==> config.mk <==
export PLATFORM = sky130hd
export DESIGN_NAME = ntt_addrgen_param
export DESIGN_NICKNAME = d
export VERILOG_FILES = /design/src/rtl/ntt_addrgen_param.sv
export SDC_FILE = /design/constraint.sdc
export NUM_CORES = 1
export LEC_CHECK = 0
export ABC_AREA = 1
export CORE_MARGIN = 2
export CORE_UTILIZATION = 25
export DETAILED_ROUTE_END_ITERATION = 16
export DONT_BUFFER_PORTS = 1
export SYNTH_ARGS = -nofsm -noshare
export SYNTH_HDL_FRONTEND = slang
export SYNTH_SLANG_ARGS = --single-unit
==> constraint.sdc <==
create_clock -name clk -period 3.9 [get_ports clk]
set_clock_uncertainty 0.1 [all_clocks]
set_input_delay 0.39 -clock clk [delete_from_list [all_inputs] [get_ports clk]]
set_output_delay 0.39 -clock clk [all_outputs]
set_load 0.02 [all_outputs]
==> src/rtl/ntt_addrgen_param.sv <==
// ntt_addrgen_param: unified NTT/INTT butterfly address and twiddle-index generator
// with run-time mode latching, stall, abort and stage reporting.
`default_nettype none

module ntt_addrgen_param #(
  parameter int LOG_N        = 8,
  parameter int LAST_LEN_LOG = 1,
  parameter int SW           = 4
) (
  input  logic             clk,
  input  logic             rst_n,
  input  logic             i_start,
  input  logic             i_mode,
  input  logic             i_stall,
  input  logic             i_abort,
  output logic             o_valid,
  output logic [LOG_N-1:0] o_addr_up,
  output logic [LOG_N-1:0] o_addr_dn,
  output logic [LOG_N-2:0] o_zeta_idx,
  output logic [SW-1:0]    o_stage,
  output logic             o_last_stage,
  output logic             o_busy,
  output logic             o_done
);

  localparam int C_S  = LOG_N - LAST_LEN_LOG;
  localparam int C_CW = LOG_N - 1;
  localparam int C_LW = $clog2(LOG_N) + 1;

  localparam logic [1:0] C_IDLE = 2'd0;
  localparam logic [1:0] C_RUN  = 2'd1;
  localparam logic [1:0] C_DONE = 2'd2;

  localparam logic [C_CW-1:0] C_CNT_LAST   = '1;
  localparam logic [SW-1:0]   C_STAGE_LAST = SW'(C_S - 1);

  logic [1:0]       state_q, state_d;
  logic             mode_q, mode_d;
  logic [SW-1:0]    stage_q, stage_d;
  logic [C_CW-1:0]  cnt_q, cnt_d;

  logic [C_LW-1:0]  w_l;
  logic [C_LW-1:0]  w_inv_sh;
  logic [LOG_N-1:0] w_c;
  logic [LOG_N-1:0] w_g;
  logic [LOG_N-1:0] w_len;
  logic [LOG_N-1:0] w_up;
  logic [LOG_N-1:0] w_dn;
  logic [C_CW-1:0]  w_zeta;

  always_ff @(posedge clk or negedge rst_n) begin
    if (!rst_n) begin
      state_q <= C_IDLE;
      mode_q  <= 1'b0;
      stage_q <= '0;
      cnt_q   <= '0;
    end else begin
      state_q <= state_d;
      mode_q  <= mode_d;
      stage_q <= stage_d;
      cnt_q   <= cnt_d;
    end
  end

  always_comb begin
    state_d = state_q;
    mode_d  = mode_q;
    stage_d = stage_q;
    cnt_d   = cnt_q;
    case (state_q)
      C_IDLE: begin
        if (i_start) begin
          state_d = C_RUN;
          mode_d  = i_mode;
          stage_d = '0;
          cnt_d   = '0;
        end
      end
      C_RUN: begin
        // Abort outranks both stall and completion.
        if (i_abort) begin
          state_d = C_IDLE;
          stage_d = '0;
          cnt_d   = '0;
        end else if (!i_stall) begin
          if (cnt_q == C_CNT_LAST) begin
            cnt_d = '0;
            if (stage_q == C_STAGE_LAST) begin
              state_d = C_DONE;
              stage_d = '0;
            end else begin
              stage_d = stage_q + SW'(1);
            end
          end else begin
            cnt_d = cnt_q + C_CW'(1);
          end
        end
      end
      C_DONE:  state_d = C_IDLE;
      default: state_d = C_IDLE;
    endcase
  end

  // Upper address is the counter with a zero bit inserted at the span position.
  always_comb begin
    w_l      = mode_q ? (C_LW'(LAST_LEN_LOG) + C_LW'(stage_q))
                      : (C_LW'(LOG_N - 1) - C_LW'(stage_q));
    w_inv_sh = C_LW'(C_S) - C_LW'(stage_q);
    w_c      = {1'b0, cnt_q};
    w_g      = w_c >> w_l;
    w_len    = LOG_N'(1) << w_l;
    w_up     = ((w_g << 1) << w_l) | (w_c & (w_len - LOG_N'(1)));
    w_dn     = w_up | w_len;
    w_zeta   = mode_q ? ((C_CW'(1) << w_inv_sh) - C_CW'(1) - w_g[C_CW-1:0])
                      : ((C_CW'(1) << stage_q) + w_g[C_CW-1:0]);
  end

  always_comb begin
    o_valid      = 1'b0;
    o_addr_up    = '0;
    o_addr_dn    = '0;
    o_zeta_idx   = '0;
    o_stage      = '0;
    o_last_stage = 1'b0;
    o_busy       = 1'b0;
    o_done       = (state_q == C_DONE);
    if (state_q == C_RUN) begin
      o_valid      = ~i_stall;
      o_addr_up    = w_up;
      o_addr_dn    = w_dn;
      o_zeta_idx   = w_zeta;
      o_stage      = stage_q;
      o_last_stage = (stage_q == C_STAGE_LAST);
      o_busy       = 1'b1;
    end
  end

endmodule

`default_nettype wire

**Yosys cells after proc, flatten, opt, wreduce, memory -nomap -nowiden**

Index checks and enable logic that the tools add are counted.

- Register bits after elaboration: 14
- Bits in latches: 0
- Memory bits (writable): 0
- Memory bits (read-only): 0
- Input bits: 6
- Output and inout bits: 31
- Memories kept: 0

- Add/sub/neg operators: 7
- Multiply operators: 0
- Divide/modulo/power cells: 0
- Magnitude comparators: 0
- Eq/ne operators: 8
- Shift-type cells: 5
- Mux-type cells: 26
- Bitwise logic cells: 4
- Reductions and logical operators: 6

Operator list:

| kind | number |
|---|---|
| $mux 7 | 6 |
| $mux 4 | 7 |
| $mux 8 | 2 |
| $or 8x8->8 | 2 |
| $pmux 7 s2 | 1 |
| $shl 1x4->7 const A | 2 |
| $mux 2 | 5 |
| $ne 3x3->1 const B | 3 |
| $and 7x8->8 | 1 |
| $pmux 4 s2 | 1 |
| $reduce_and 4->1 | 2 |
| $shl 1x4->8 const A | 1 |
| $shl 8x4->8 | 1 |
| $sub 8x1->8 const B | 1 |
| $add 7x1->7 const B | 1 |
| $add 7x7->7 | 1 |
| $eq 7x7->1 const B | 1 |
| $shr 7x4->7 | 1 |
| $sub 7x1->7 const B | 1 |
| $sub 7x7->7 | 1 |
| $add 1x4->4 const A | 1 |
| $eq 4x3->1 const B | 1 |
| $pmux 2 s2 | 1 |
| $sub 3x4->4 const A | 1 |
| 9 further kinds | 11 |

**Depth between registers and ports, before layout**

Gate-level depths: netlist of run 1.

- Depth after elaboration: 8
- Gate-level depth with buffers: 25

**Worst setup path before layout of run 1**

No wires, ideal clock.

- Path kind: flip-flop to output port
- Start point: reg stage_q[0]
- End point: out o_zeta_idx[6]
- Data arrival time: 3.159 ns
- Path slack: 0.251 ns
- Stages on the path, launching flop included: 25
- Cell sequence: dfrtp_1 -> buf_2 -> inv_1 -> buf_2 -> ha_1 -> inv_1 -> nand2_1 -> nand2_2 -> buf_6 -> nand2_1 -> nand3_1 -> nand3_2 -> inv_1 -> ha_1 -> inv_1 -> fa_1 -> inv_1 -> nand3_1 -> nand2_1 -> nand2_1 -> nand2_1 -> a21oi_1 -> nor2_1 -> o21ai_0 -> nor2_1

- Word-level cells in the longest chain between the ends: 6
- Elaborated cells on any way between the ends: 11

Ends and longest elaborated chain:

| what | line | source |
|---|---|---|
| from (decl) | 39 | `logic [SW-1:0] stage_q, stage_d;` |
| from (signal assigned) | 60 | `stage_q <= stage_d;` |
| $sub 3x4->4 or $add 1x4->4 (tied branches) | 107, 108, 106 |  |
| $shl 1x4->7 or $mux 4 (tied branches) | 114, 106 |  |
| $sub 7x1->7 or $shr 7x4->7 (tied branches) | 114, 110 |  |
| $sub 7x7->7 or $add 7x7->7 (tied branches) | 114, 115 |  |
| $mux 7 (*) | 114 | `w_zeta = mode_q ? ((C_CW'(1) << w_inv_sh) - C_CW'(1) - w_g[C_CW-1:0])` |
| $mux 7 (*) | 127 | `if (state_q == C_RUN) begin` |
| to (decl) | 19 | `output logic [LOG_N-2:0] o_zeta_idx,` |

Every way passes the cells marked *; elsewhere a longest branch is shown, timed or not.

**Worst setup path after layout of run 1**

- Start point: reg stage_q[1]
- End point: out o_zeta_idx[5]

Same word-level chain as after synthesis.

==> qor.yml, run 1 <==
clocking:
  cts.sinks: 14
  cts_tree: "yes"
  cts_made_buffers: 3
  insertion_delay_ps: 250
  clock_path_buffers: 2
  htreeDepth: 1
  clkTransAtPathRegs_ps: 70
  clockRootBuffer: "clkbuf_8"
critical_path:
  r2r_slack_ps: 1410
  ff2ff_path_depth: 10
  rr_startpoint: "state_q[0]$_DFFE_PN0P_"
  path_class: "flip-flop to primary output"
  worstReg2RegEnd: "cnt_q[3]$_DFFE_PN0P_"
  crit_path_end_kind: "primary output"
  endpoint: "o_zeta_idx[5]"
  critPathLaunch: "stage_q[1]$_DFFE_PN0P_"
  crit_fanout: 7
  cp.arrival_ps: 3190
  cp.required_ps: 3410
  start_kind: "flip-flop"
global_routing:
  overflow: 0
  grt_max_degree: 25
  grt_antenna_before_repair: 0
  grt_pass1_wl_um: 11200
  grt.total_usage_pct: 13.4
  grt_pass1_vias: 2341
power_and_ir_drop:
  leakage_nw: 1.45
  vdd_ir_drop_max_mv: 0.423
  cellPowerDensity_mw_per_mm2: 781
final_layout:
  antenna_cells: 0
  multi_input_area_mm2: 0.00171
  seq_area_um2: 355
  nFillCells: 1019
  layout-drive-gt1-share_pct: 17.3
  fin_util_pct: 29.9
  fin_nets: 453
  area_growth_pct: 17.4
placement:
  place.gp.congestion: 0.853
  place_hpwl_um: 5240
  place.port_buffers: 0
floorplanning:
  boundaryPins: 37
  dieArea_mm2: 0.0101
  rows: 35
  floorplan.initialDensity_pct: 25.5
  core_mm2: 0.00911
  fp.dieH_um: 100
  die_w_um: 100
timing:
  relSlewSlack_pct: 54.1
  hold_slack_ps: 199
  max_clock_freq_mhz: 272
  finalSetupViolCount: 0
  slew_viol_final: 0
  finalHoldViolCount: 0
  setup_tns_ps: 0
  finalCritPeriodShare_pct: 94.4
  min_period_ps: 3680
  worst_pin_slew_ps: 686
detailed_routing:
  wirelength_um: 6870
  wl_met2_um: 3220
  met1_length_um: 3230
  drtPass1Iterations: 4
  antenna_left: 0
  routedWlPerCell_um: 12.9
  drt_iter0_drc: 179
  via_count: 2585
  route.met3.wl_um: 363
  vias_per_cell: 4.85
  drc_errors: 0
  highest_layer: "met4"
synthesis:
  yosysMostFrequentCell: "nand2_1"
  synthTopCellsByArea: "nand2_1 (21%), dfrtp_1 (15%), ha_1 (12%)"
  ys_warn_count: 0
  synth.yosys.seq_area_share_pct: 15.1
  synthTopCellsByCount: "nand2_1 (127), inv_1 (60), nor2_1 (34)"
  synth.avg_cell_area_um2: 5.78
  synth_cell_types: 33
  netlist_area_mm2: 0.00232
  synth_edf_count: 0
  synth_ff_type: "dfrtp_1"
  syn_inst: 402
  synth_top_area_cell: "nand2_1"
  async_flop_share_pct: 100
  syn_nets: 432
  ys_ff_latch: 14
  synth_top_cell_area_share_pct: 20.5
flow_run:
  drv_cap: 0
run_status:
  outcome: "completed"
hold_path:
  holdCritPathClass: "input pin to flip-flop"
==> final cells by class <==
class,count,share of cell area [%]
multi-input combinational,312,62.7
sequential,14,13.0
inverter,62,8.67
timing repair buffer,30,8.49
tap,111,5.09
clock buffer,4,2.02
==> worst max-delay path, cell delays in order, from the launching register on <==
cell     delay (ps)
dfrtp_2         440
inv_2            80
ha_1            310
inv_1            80
nand2_2          80
nand2_4          70
buf_4           140
nand2_1          80
nand2_1          90
nand3_4         120
inv_2            60
ha_1            270
nand2_1          50
nand2_1          80
a21oi_2          60
or2_2           280
nand2_1          60
nand2_1          60
a21oi_1         130
o21ai_0         100
nor2_1          130
buf_4           140
==> worst min-delay path by stage <==
stage | endpoint | startpoint | slack [ps] | depth (start not counted)
6_report | mode_q$_DFFE_PN0P_ | i_mode | 200 | 2
4_1_cts | mode_q$_DFFE_PN0P_ | i_mode | 200 | 2
3_3_place_gp | cnt_q[2]$_DFFE_PN0P_ | rst_n | -5 | 0
3_5_place_dp | cnt_q[2]$_DFFE_PN0P_ | rst_n | -5 | 0
5_1_grt | state_q[1]$_DFFE_PN0P_ | i_abort | 210 | 3
2_1_floorplan | cnt_q[0]$_DFFE_PN0P_ | rst_n | -6 | 0
==> metal layers <==
layer | track usage [%] | vias up
li1 | - | 1314
met1 | 18.7 | 1193
met2 | 22.6 | 69
met3 | 1.60 | 9
met4 | 2.53 | 0
met5 | 0 | -
==> sequential cells by signal, indices dropped and copies added (netlist names) <==
name	count
cnt_q	7
mode_q	1
stage_q	4
state_q	2
==> stage by stage <==
| stage | instance area, µm² | worst slack, ps | power [mW] | cells |
|---|---|---|---|---|
| after floorplan | 2320 | 251 | 1.47 | 402 |
| after global placement | 2450 | 357 | 1.76 | 512 |
| after detailed placement | 2450 | 263 | 1.78 | 512 |
| after CTS | 2520 | 45.8 | 1.93 | 517 |
| after global routing | 2730 | -20.7 | 2.35 | 533 |
| final | 2730 | 219 | 2.13 | 533 |
==> logic make-up (layout without fill, tap and decap cells) <==
logic type,count (synthesis),count (layout),share of synthesized area [%]
buffers and inverters,76,96,14.5
XOR/XNOR,1,1,0.377
AND/OR/NAND/NOR,225,225,41.7
flip-flops,14,14,15.1
adder cells (fa/ha/maj),24,24,13.6
AO/OA/AOI/OAI,62,62,14.8
==> cell usage in the layout, fill, tap and decap left out, types with 6 or more instances in the layout <==
cell and n:
a21oi_1 23, buf_4 28, dfrtp_1 10, ha_1 20, inv_1 55, inv_2 6, nand2_1 124, nand3_1 33
nor2_1 33, nor2_2 6, nor3_1 10, o21ai_0 19, o21ai_1 8
==> timing repair <==
action | 4_1_cts | 5_1_grt
pin swaps | 0 | 8
endpoints found under the setup margin | 1 | 3
hold buffers | 1 | 0
cloned | 0 | 0
resized for setup | 1 | 27
setup buffers | 0 | 16
endpoints found under the hold margin | 14 | 0
==> report_power, final <==
group / switching, mW / internal, mW / total [mW]
Combinational: 1.19 / 0.595 / 1.78
Sequential: 0.0321 / 0.173 / 0.205
Clock: 0.0535 / 0.0895 / 0.143
Total: 1.27 / 0.858 / 2.13
No activity file was read; power rests on OpenSTA's default activity.
==> inputs of run 2 (changes only) <==
- CORE_MARGIN: 2 -> unset
- TNS_END_PERCENT: unset -> 100
==> run 2 against run 1 <==
Highest routed layer unchanged; critical endpoint unchanged; cell count down 2.3%; largest cell class unchanged; hold slack better by 4.3 ps; flip-flop and latch count did not move; critical path depth is 1 lower; the run now ends with design-rule violations left.
==> qor.yml, run 2 (synthesized netlist as in run 1, its figures left out) <==
critical_path:
  cp.arrival_ps: 3140
  crit_top_cell: "nand2_1"
  crit_path_end_kind: "primary output"
  path_class: "flip-flop to primary output"
  cp_slowest_cell: "dfrtp_2"
  start_kind: "flip-flop"
  crit_chain: "inv_1, ha_1, nand2_1, o21ai_2, buf_4, nand2_1, nand3_1, nand3_4, inv_1, ha_1, nand2_1, nand2_1, a21oi_1, or2_2, nand2_1, nand2_1, a21oi_1, o21ai_0, nor2_1, buf_4"
  cp.required_ps: 3410
  crit_fanout: 10
  slowest_delay_ps: 400
run_status:
  violations: "design-rule violations"
  outcome: "complete, but fails checks"
clocking:
  clockRootBuffer: "clkbuf_8"
  cts_made_buffers: 3
  cts.sinks: 14
  htreeDepth: 1
  clock_path_buffers: 2
  cts_tree: "yes"
  insertion_delay_ps: 240
  clkTransAtPathRegs_ps: 60
timing:
  timing.final.ws_setup_ps: 271
  finalHoldViolCount: 0
  setup_tns_ps: 0
  finalCritPeriodShare_pct: 93.0
  rsz0062_at_grt: "false"
  worst_pin_slew_ps: 663
  max_clock_freq_mhz: 276
  relSlewSlack_pct: 55.3
  min_period_ps: 3630
  finalSetupViolCount: 0
  slew_viol_final: 0
power_and_ir_drop:
  power_mw: 2.03
  leakage_nw: 1.40
  cellPowerDensity_mw_per_mm2: 773
  vdd_ir_drop_max_mv: 0.476
global_routing:
  overflow: 0
  grt_antenna_before_repair: 0
  grt_pass1_vias: 2381
  grt.total_usage_pct: 14.0
  grt_max_degree: 25
  grt_pass1_wl_um: 11200
final_layout:
  design_area_mm2: 0.00263
  area_growth_pct: 13.1
  largest-register: "cnt_q"
  layout_common_cells: "nand2_1 (126), inv_1 (57), nor2_1 (33), nand3_1 (33), a21oi_1 (23)"
  antenna_cells: 0
  layout-drive-gt1-share_pct: 14.3
  fin_nets: 444
  final_common_cell: "nand2_1"
  largest_reg_flops: 7
  reg_top3: "cnt_q x7, stage_q x4, state_q x2"
  fin_util_pct: 29.7
floorplanning:
  die_w_um: 98.4
  floorplan.initialDensity_pct: 26.3
  core_mm2: 0.00885
  dieArea_mm2: 0.00968
  boundaryPins: 37
  fp.dieH_um: 98.4
  rows: 34
placement:
  place_ws_ps: 304
  place.port_buffers: 0
  place_hpwl_um: 5320
  place.gp.congestion: 0.877
  dpl-instance-area_mm2: 0.00247
detailed_routing:
  wirelength_um: 6740
  via_count: 2522
  antenna_left: 0
  vias_per_cell: 4.84
  route.met3.wl_um: 405
  drc_errors: 2
  met1_length_um: 3250
  highest_layer: "met4"
  drtPass1Iterations: 11
  routedWlPerCell_um: 12.9
  drt_iter0_drc: 117
  wl_met2_um: 3050
flow_run:
  drv_cap: 0
hold_path:
  holdCritPathClass: "input pin to flip-flop"
run 2: cell count changes in the layout (fill, tap and decap cells not counted), sizes merged:
cell,previous run,this run
inv,61,62
clkinvlp,1,0
buf,29,20
run 2: area by class of cell:
| cell class | count | area, µm² |
|---|---|---|
| repair buffers | 21 | 168 |
| flip-flops and latches | 14 | 354 |
| fillers | 1016 | 6220 |
| well taps | 108 | 135 |
| inverters | 62 | 233 |
| clock buffers | 4 | 55.1 |
| multi-input cells | 312 | 1680 |
run 2: path summary, 6_finish.rpt:
check / from / to / cells after the start / slack [ps]
setup reg to reg: state_q[1]$_DFFE_PN0P_ / cnt_q[4]$_DFFE_PN0P_ / 9 / 1470
setup / recovery: stage_q[0]$_DFFE_PN0P_ / o_zeta_idx[5] / 20 / 270
min in group asynchronous: rst_n / cnt_q[2]$_DFFE_PN0P_ / 1 / 520
hold / removal: i_abort / state_q[1]$_DFFE_PN0P_ / 3 / 200
hold reg to reg: state_q[0]$_DFFE_PN0P_ / mode_q$_DFFE_PN0P_ / 3 / 520
max in group asynchronous: rst_n / stage_q[2]$_DFFE_PN0P_ / 1 / 2700
run 2: worst max-delay path: cells and delay by family (launching register included):
family          cells  cell delay (ps)
simple gates       10             1060
fa+ha+maj           2              600
buf+inv             4              470
flops               1              400
compound gates      4              370
run 2: power breakdown:
part / switching [mW] / internal, mW
logic: 1.16 / 0.534
clock network: 0.0502 / 0.0893
registers: 0.0274 / 0.173
run 2: routing by layer:
metal / track usage [%] / vias up
li1: - / 1299
met1: 19.9 / 1145
met2: 22.9 / 72
met3: 1.65 / 6
met4: 2.30 / 0
met5: 0 / -
run 2: stage by stage:
step / std cells / hold WS [ps]
after floorplan: 402 / -5.59
after global placement: 511 / -4.88
after detailed placement: 511 / -4.89
after CTS: 516 / 200
after global routing: 521 / 232
final: 521 / 204
run 2: repair_timing:
| item | in CTS | in global routing |
|---|---|---|
| endpoints found under the setup margin | 0 | 3 |
| hold buffers | 1 | 0 |
| gates resized for setup | 0 | 20 |
| buffers inserted | 0 | 5 |
| hold endpoints to repair | 14 | 0 |
==> inputs of run 3 (changes only) <==
- CORE_UTILIZATION: 25 -> 35
==> run 3 against run 2 <==
The flow now finishes without violations; sequential power increased by 8%; flip-flop and latch count unchanged; final area increased by 0.43%; worst setup slack got worse by 85 ps; cell count decreased by 4.8%; first-iteration DRC count unchanged; register-to-register slack improved by 110 ps; critical path depth increased by 1; largest cell class unchanged; die area decreased by 28%; count of clock-buffer cells in the layout unchanged; wire length decreased by 7.9%; via count increased by 0.12%.
==> qor.yml, run 3 (synthesized netlist as in run 1, its figures left out) <==
critical_path:
  r2r_slack_ps: 1580
  path_buf_inv: 5
  critPathLaunch: "stage_q[1]$_DFFE_PN0P_"
  endpoint: "o_zeta_idx[6]"
  worstReg2RegEnd: "cnt_q[5]$_DFFE_PN0P_"
  ff2ff_path_depth: 11
  crit_fanout: 10
  slowest_delay_ps: 450
  cp.arrival_ps: 3220
  rr_startpoint: "state_q[0]$_DFFE_PN0P_"
  crit_chain: "inv_4, ha_1, nand2_1, o21ai_4, nand2_1, nand3_1, nand3_4, inv_1, ha_1, inv_1, fa_1, inv_1, nand3_1, nand2_1, nand2_1, nand2_1, a21oi_2, nor2_1, o21ai_0, nor2_1, buf_4"
  critical_path.top_delay_family: "simple AND/OR/NAND/NOR gates"
  cp.required_ps: 3410
  crit_path_end_kind: "primary output"
  start_kind: "flip-flop"
  path_class: "flip-flop to primary output"
  cp_slowest_cell: "dfrtp_2"
  crit_top_cell: "nand2_1"
  path_depth: 21
global_routing:
  overflow: 0
  grt_antenna_before_repair: 0
  grt_max_degree: 24
  grt_pass1_wl_um: 10500
  grt.total_usage_pct: 18.0
  grt_pass1_vias: 2324
power_and_ir_drop:
  cellPowerDensity_mw_per_mm2: 772
  leakage_nw: 1.43
  switchingPower_mw: 1.22
  vdd_ir_drop_max_mv: 0.315
  seq_power_share_pct: 10.6
  p_int_mw: 0.819
  p_sw_share_pct: 59.8
  pwr-share-clk_pct: 6.9
  pwr-share-comb_pct: 82.4
clocking:
  clock_path_buffers: 2
  cts.sinks: 14
  insertion_delay_ps: 250
  clockRootBuffer: "clkbuf_8"
  htreeDepth: 1
  cts_made_buffers: 3
  clkTransAtPathRegs_ps: 60
  cts_tree: "yes"
final_layout:
  antenna_cells: 0
  largest_reg_flops: 7
  fin_nets: 450
  layout-drive-gt1-share_pct: 15.3
  nFillCells: 700
  final_common_cell: "nand2_1"
  finalNonFillerCells: 496
  reg_top3: "cnt_q x7, stage_q x4, state_q x2"
  fin_util_pct: 41.3
  design_area_mm2: 0.00264
  area_growth_pct: 13.6
  layout_common_cells: "nand2_1 (124), inv_1 (58), nor2_1 (33), nand3_1 (33), buf_4 (26)"
  largest-register: "cnt_q"
timing:
  finalCritPeriodShare_pct: 95.2
  slew_viol_final: 0
  finalSetupViolCount: 0
  relSlewSlack_pct: 56.5
  rsz0062_at_grt: "true"
  min_period_ps: 3710
  worst_pin_slew_ps: 651
  finalHoldViolCount: 0
  max_clock_freq_mhz: 269
placement:
  place.gp.congestion: 0.858
  place_inst: 482
  dpl-instance-area_mm2: 0.00244
  place.port_buffers: 0
  place_hpwl_um: 4930
floorplanning:
  die_w_um: 83.5
  dieArea_mm2: 0.00697
  boundaryPins: 37
  fp.dieH_um: 83.5
  core_mm2: 0.00639
  floorplan.initialDensity_pct: 36.4
  rows: 29
run_status:
  outcome: "completed"
detailed_routing:
  routedWlPerCell_um: 12.5
  via_count: 2525
  antenna_left: 0
  wirelength_um: 6200
  drc_errors: 0
  vias_per_cell: 5.09
  drtPass1Iterations: 4
  drt_iter0_drc: 117
hold_path:
  holdCritPathClass: "input pin to flip-flop"
flow_run:
  drv_cap: 0
==> run 3: cell types whose count changed in the layout (fill, tap and decap cells not counted), sizes merged <==
cell / change
buf: +6
clkinvlp: +1
inv: -1
==> run 3: area by class of cell <==
| type | count | area, µm² | area share, % |
|---|---|---|---|
| inverter | 62 | 239 | 9.06 |
| sequential | 14 | 354 | 13.4 |
| clock buffer | 4 | 55.1 | 2.09 |
| multi-input combinational | 312 | 1690 | 64.0 |
| timing repair buffer | 27 | 205 | 7.78 |
| tap | 77 | 96.3 | 3.65 |
==> run 3: how the worst min path moves through the flow <==
stage,startpoint,to,slack [ps],cells past startpoint
after floorplan,rst_n,cnt_q[0]$_DFFE_PN0P_,-6,0
after global placement,rst_n,cnt_q[2]$_DFFE_PN0P_,-5,0
after detailed placement,rst_n,cnt_q[2]$_DFFE_PN0P_,-5,0
after CTS,i_abort,state_q[1]$_DFFE_PN0P_,200,3
after global routing,i_mode,mode_q$_DFFE_PN0P_,210,2
final,i_mode,mode_q$_DFFE_PN0P_,200,2
==> run 3: what timing repair did <==
item,CTS,global route
hold buffers,1,0
endpoints found under the hold margin,14,0
pin swaps,0,3
resized for setup,1,18
endpoints found under the setup margin,1,3
buffers inserted,0,9
==> run 3: per-stage QoR <==
step | power [mW] | hold WS, ps | setup WS, ps | TNS, ps
2_1_floorplan | 1.47 | -5.59 | 251 | 0
3_3_place_gp | 1.78 | -5.13 | 377 | 0
3_5_place_dp | 1.79 | -5.14 | 235 | 0
4_1_cts | 1.94 | 195 | 42.9 | 0
5_1_grt | 2.26 | 208 | -53.4 | -53.4
6_report | 2.04 | 199 | 186 | 0
==> run 3: layer usage <==
metal	part of all wire [%]	up-vias	GRT usage (%)
li1	-	1316	-
met1	49	1147	25.1
met2	47	56	30.1
met3	3.2	6	1.19
met4	0.84	0	4.78
met5	0	-	0
==> run 3: power by group through the flow <==
stage          Clock, mW  Sequential [mW]  Combinational [mW]
4_1_cts            0.145            0.211                1.59
2_1_floorplan          0            0.199                1.27
3_3_place_gp           0            0.213                1.56
3_5_place_dp           0            0.214                1.58
6_report           0.141            0.216                1.68
5_1_grt            0.152            0.221                1.89
